`src/rtl/fetch_stage.sv`:
```
// fetch_stage: instruction-fetch stage of the LEGv8 pipeline.
//
// Owns the program counter, drives the combinational instruction-memory address
// and captures the returned instruction into the IF/ID pipeline register.
// Unconditional B is resolved here. Conditional and late redirects arrive from
// downstream on br_taken/br_target.
//
// Ports:
//   clk          rising-edge clock
//   reset        synchronous, active-high reset
//   stall        hold PC, IF/ID and fetch_count
//   br_taken     late redirect; loads br_target and flushes IF/ID (beats stall)
//   br_target    redirect address, taken verbatim
//   instr_in     instruction at pc_out, valid in the same cycle
//   pc_out       current PC (instruction-memory address)
//   if_id_valid  IF/ID holds a real instruction
//   if_id_pc     PC of the instruction in IF/ID
//   if_id_instr  instruction in IF/ID
//   fetch_count  number of valid instructions latched into IF/ID (wraps)
module fetch_stage #(
  parameter logic [63:0] RESET_PC = 64'd0,
  parameter int unsigned COUNT_W  = 32
) (
  input  logic               clk,
  input  logic               reset,
  input  logic               stall,
  input  logic               br_taken,
  input  logic [63:0]        br_target,
  input  logic [31:0]        instr_in,
  output logic [63:0]        pc_out,
  output logic               if_id_valid,
  output logic [63:0]        if_id_pc,
  output logic [31:0]        if_id_instr,
  output logic [COUNT_W-1:0] fetch_count
);

  localparam logic [5:0] OpcodeB = 6'b000101;

  logic [63:0]        pc_q, pc_d;
  logic               valid_q, valid_d;
  logic [63:0]        id_pc_q, id_pc_d;
  logic [31:0]        id_instr_q, id_instr_d;
  logic [COUNT_W-1:0] count_q, count_d;

  logic        is_b;
  logic [63:0] b_offset;
  logic [63:0] b_tgt;
  logic [63:0] pc_seq;

  // Early B decode: imm26 is a word offset, sign-extended and scaled by 4.
  assign is_b     = (instr_in[31:26] == OpcodeB);
  assign b_offset = {{36{instr_in[25]}}, instr_in[25:0], 2'b00};
  assign b_tgt    = pc_q + b_offset;
  assign pc_seq   = pc_q + 64'd4;

  always_comb begin
    pc_d       = pc_q;
    valid_d    = valid_q;
    id_pc_d    = id_pc_q;
    id_instr_d = id_instr_q;
    count_d    = count_q;

    if (br_taken) begin
      // The instruction currently at pc_out is on the wrong path; drop it.
      pc_d       = br_target;
      valid_d    = 1'b0;
      id_pc_d    = 64'd0;
      id_instr_d = 32'd0;
    end else if (!stall) begin
      pc_d       = is_b ? b_tgt : pc_seq;
      valid_d    = 1'b1;
      id_pc_d    = pc_q;
      id_instr_d = instr_in;
      count_d    = count_q + COUNT_W'(1);
    end
  end

  always_ff @(posedge clk) begin
    if (reset) begin
      pc_q       <= RESET_PC;
      valid_q    <= 1'b0;
      id_pc_q    <= 64'd0;
      id_instr_q <= 32'd0;
      count_q    <= '0;
    end else begin
      pc_q       <= pc_d;
      valid_q    <= valid_d;
      id_pc_q    <= id_pc_d;
      id_instr_q <= id_instr_d;
      count_q    <= count_d;
    end
  end

  assign pc_out      = pc_q;
  assign if_id_valid = valid_q;
  assign if_id_pc    = id_pc_q;
  assign if_id_instr = id_instr_q;
  assign fetch_count = count_q;

endmodule

```
`config.mk`:
```
export PLATFORM = sky130hd
export DESIGN_NAME = fetch_stage
export DESIGN_NICKNAME = d
export VERILOG_FILES = /design/src/rtl/fetch_stage.sv
export SDC_FILE = /design/constraint.sdc
export NUM_CORES = 1
export LEC_CHECK = 0
export CORE_ASPECT_RATIO = 0.7
export CORE_UTILIZATION = 54
export DETAILED_ROUTE_END_ITERATION = 12
export PLACE_DENSITY = 0.92
export SYNTH_ARGS = -nofsm -noshare
export SYNTH_HDL_FRONTEND = slang
export SYNTH_SLANG_ARGS = --single-unit
```
`constraint.sdc`:
```
create_clock -name clk -period 7.6 [get_ports clk]
set_clock_uncertainty 0.1 [all_clocks]
set_input_delay 1.52 -clock clk [delete_from_list [all_inputs] [get_ports clk]]
set_output_delay 1.52 -clock clk [all_outputs]
set_load 0.02 [all_outputs]
```
==> results by group <==
Run status
  – Status: completed

Worst setup path
  – CP Class: in -> reg
  – Critical path peak fanout: 22
  – Worst R2R Path Depth: 11
  – Worst path arrival time: 6270 ps
  – CP max stage delay: 970 ps
  – Reg2reg setup slack: 3860 ps
  – Setup crit start kind: primary input
  – RR Endpoint: pc_out[52]
  – Crit-path slowest cell: nor4bb_4
  – Required @ worst endpoint: 7830 ps
  – CP Cell Sequence: clkdlybuf4s50_1 > nor4bb_4 > buf_4 > and3_1 > ha_1 > a21oi_1 > nand2_1 > o21ai_0 > a211oi_2 > a41oi_2 > a211o_1 > mux2i_1 > nor3_1 > a2111oi_1
  – Worst setup path start: instr_in[28]
  – R2r startpoint: pc_out[2]
  – Worst setup path end: pc_out[52]
  – Crit. End Element: register

Job
  – Total of max-cap violations: 0

Layout
  – Nets@finish: 1811
  – ANT cells: 0
  – Fillcell total: 1564
  – Area grow syn2layout: 29.8%
  – Share of cells above drive strength 1: 4.30%

Global route
  – GRT overflow: 0
  – M2 GR Usage: 57.8%
  – Largest net degree at the start of global routing: 85
  – Top Usage Layer GRT: met2
  – Global routing usage on met3: 10.9%
  – Initial antenna violation count: 1
  – Vias in the first global route: 11900
  – Total track usage: 38.1%
  – GRT met1 Usage: 53.0%
  – First-pass GRT wire length: 66600 microns

Floorplanning
  – Num rows: 44
  – Starting Density: 55.6%
  – Die boundary width: 178 microns
  – Die ar.: 22200 sq um
  – Io pins: 293
  – Core Area: 21000 sq um
  – Die H: 125 microns

STA
  – Slew Viols, Final: 0
  – Setup violators final: 0
  – Final hold violations: 0
  – Setup_tns: 0 ps
  – Period utilization: 79.5%
  – Final critical-path required period: 6040 ps
  – Worst Max-Slew Pin Slew: 1100 ps
  – Worst hold slack: 386 ps
  – Max frequency: 166 MHz
  – Slew margin rel.: 26.5%
  – Unrepaired setup endpoints after global routing: false

Pwr
  – Clk pwr share: 38.2%
  – Leak: 5.87 nW
  – Power Dens Cells: 165 nW/um^2
  – VDD IR max: 0.162 mV
  – Switch share: 29.4%
  – Sw power: 0.736 mW
  – Combinational Power Share: 17.0%
  – Final total power: 2.50 mW
  – Int Pwr: 1.77 mW
  – Sequential share of power: 44.8%

Logic synthesis
  – Post-synth EDFFs: 0
  – Seq cells post-synth: 193
  – Ys async rst share: 0%
  – Post-Syn Nets: 1604
  – Ys Warns: 0
  – Primary FF master, synth: dfxtp_1
  – Post-Synthesis Cells: 1477
  – Register area share after synthesis: 33.1%
  – Avg Cell Area, Syn: 7.90 sq um
  – Post-synthesis cell type count: 85
  – Post-Syn Area: 11700 sq um

Clocking
  – H-tree depth: 4
  – Post-CTS resize count: 0
  – Longest Clk Path Bufs: 2
  – CTS Sinks: 193
  – Post-CTS setup buffers: 0
  – Clock slew at reported path FFs: 70 ps
  – CTS root buf: clkbuf_16
  – CTS tree: yes
  – Total CTS buffers: 17
  – Cts hold-fix bufs: 0
  – Clock latency at the later pin of the worst-skew pair: 450 ps

Drt
  – Initial DRC Count: 1353
  – Drt wl/cell: 21.7 microns
  – DRT Pass-1 Iters: 5
  – Vias per cell: 6.36
  – Vias: 12500
  – Drt drc: 0
  – Routed Antenna Nets: 0
  – WL final: 42700 microns

Place
  – Post-DP HPWL: 31000 microns
  – Number of port buffers: 292
  – Routability congestion estimate: 0.984

Min path
  – Hold crit path type: reg -> reg
## worst min-delay path by stage
| stage | start | endpoint | depth (start not counted) |
|---|---|---|---|
| 2_1_floorplan | fetch_count[20] | fetch_count[20] | 2 |
| 3_3_place_gp | if_id_valid | if_id_valid | 1 |
| 3_5_place_dp | if_id_valid | if_id_valid | 1 |
| 4_1_cts | if_id_valid | if_id_valid | 1 |
| 5_1_grt | if_id_valid | if_id_valid | 1 |
| 6_report | if_id_valid | if_id_valid | 1 |
## logic make-up after synthesis
kind of cell / count (synthesis) / share of synthesized area (%)
muxes: 126 / 10.8
adders and majority gates: 27 / 2.96
AOI/OAI and AO/OA: 298 / 17.3
DFF: 193 / 33.1
xor gates and xnor gates: 64 / 4.80
and+or+nand+nor: 634 / 26.3
buffers and inverters: 135 / 4.78
## cells in the mapped netlist, drive strengths merged (26+ instances only)
| cell type | number | area, sq um |
|---|---|---|
| nor2 | 243 | 912 |
| dfxtp | 193 | 3860 |
| nand2 | 124 | 468 |
| mux2i | 122 | 1220 |
| clkbuf | 80 | 300 |
| a21oi | 71 | 363 |
| o21ai | 68 | 340 |
| and3 | 51 | 319 |
| nand3 | 46 | 235 |
| nor3 | 43 | 220 |
| buf | 37 | 190 |
| xnor2 | 34 | 298 |
| xor2 | 30 | 263 |
| nand4 | 27 | 169 |
| ha | 26 | 325 |
## state kept, by name, indices dropped and copies added (netlist names)
signal       cells
if_id_instr     32
if_id_valid      1
pc_out          64
if_id_pc        64
fetch_count     32
## worst max-delay path, delay by kind of cell
kind | cells | cell delay [ps]
adder cells (fa/ha/maj) | 1 | 290
multiplexers | 1 | 270
AND/OR/NAND/NOR | 4 | 1360
AO/OA/AOI/OAI | 6 | 1910
buffers and inverters | 2 | 890
## through the flow
stage / worst slack (ps) / utilization [%] / instances / cell area (sq um)
6_report: 1560 / 72.2 / 1973 / 15200
3_5_place_dp: 1250 / 69.4 / 1941 / 14500
5_1_grt: 1320 / 72.2 / 1973 / 15200
3_3_place_gp: 1410 / 69.4 / 1941 / 14500
4_1_cts: 1690 / 72.2 / 1973 / 15200
2_1_floorplan: 2370 / - / 1477 / 11700
## power by group through the flow
stage / Combinational, mW / Sequential [mW] / Clock [mW]
2_1_floorplan: 0.214 / 1.14 / 0
3_3_place_gp: 0.409 / 1.14 / 0
3_5_place_dp: 0.417 / 1.14 / 0
4_1_cts: 0.420 / 1.12 / 0.960
5_1_grt: 0.453 / 1.13 / 1.01
6_report: 0.426 / 1.12 / 0.957
## metal layers
layer / vias up / routed length, microns
met5: - / 17
met2: 742 / 18700
li1: 5741 / -
met3: 72 / 4590
met4: 2 / 783
met1: 5988 / 18600
## layout make-up
class                      instances  area [sq um]  share of cell area [%]
clock inverter                    11           164                    1.08
tap                              276           345                    2.28
sequential                       193          3860                    25.5
clock buffer                      21           440                    2.91
timing repair buffer             305          3010                    19.9
multi-input combinational       1149          7260                    47.9
inverter                          18          67.6                   0.446
## placed cells by master (no fill, tap or decap), types with 34 or more instances in the layout
| cell type | count |
|---|---|
| a21oi_1 | 69 |
| and3_1 | 51 |
| clkdlybuf4s50_1 | 289 |
| dfxtp_1 | 193 |
| mux2i_1 | 122 |
| nand2_1 | 122 |
| nand3_1 | 45 |
| nor2_1 | 243 |
| nor3_1 | 42 |
| o21ai_0 | 60 |
| xnor2_1 | 34 |
No activity file was read; power rests on OpenSTA's default activity.
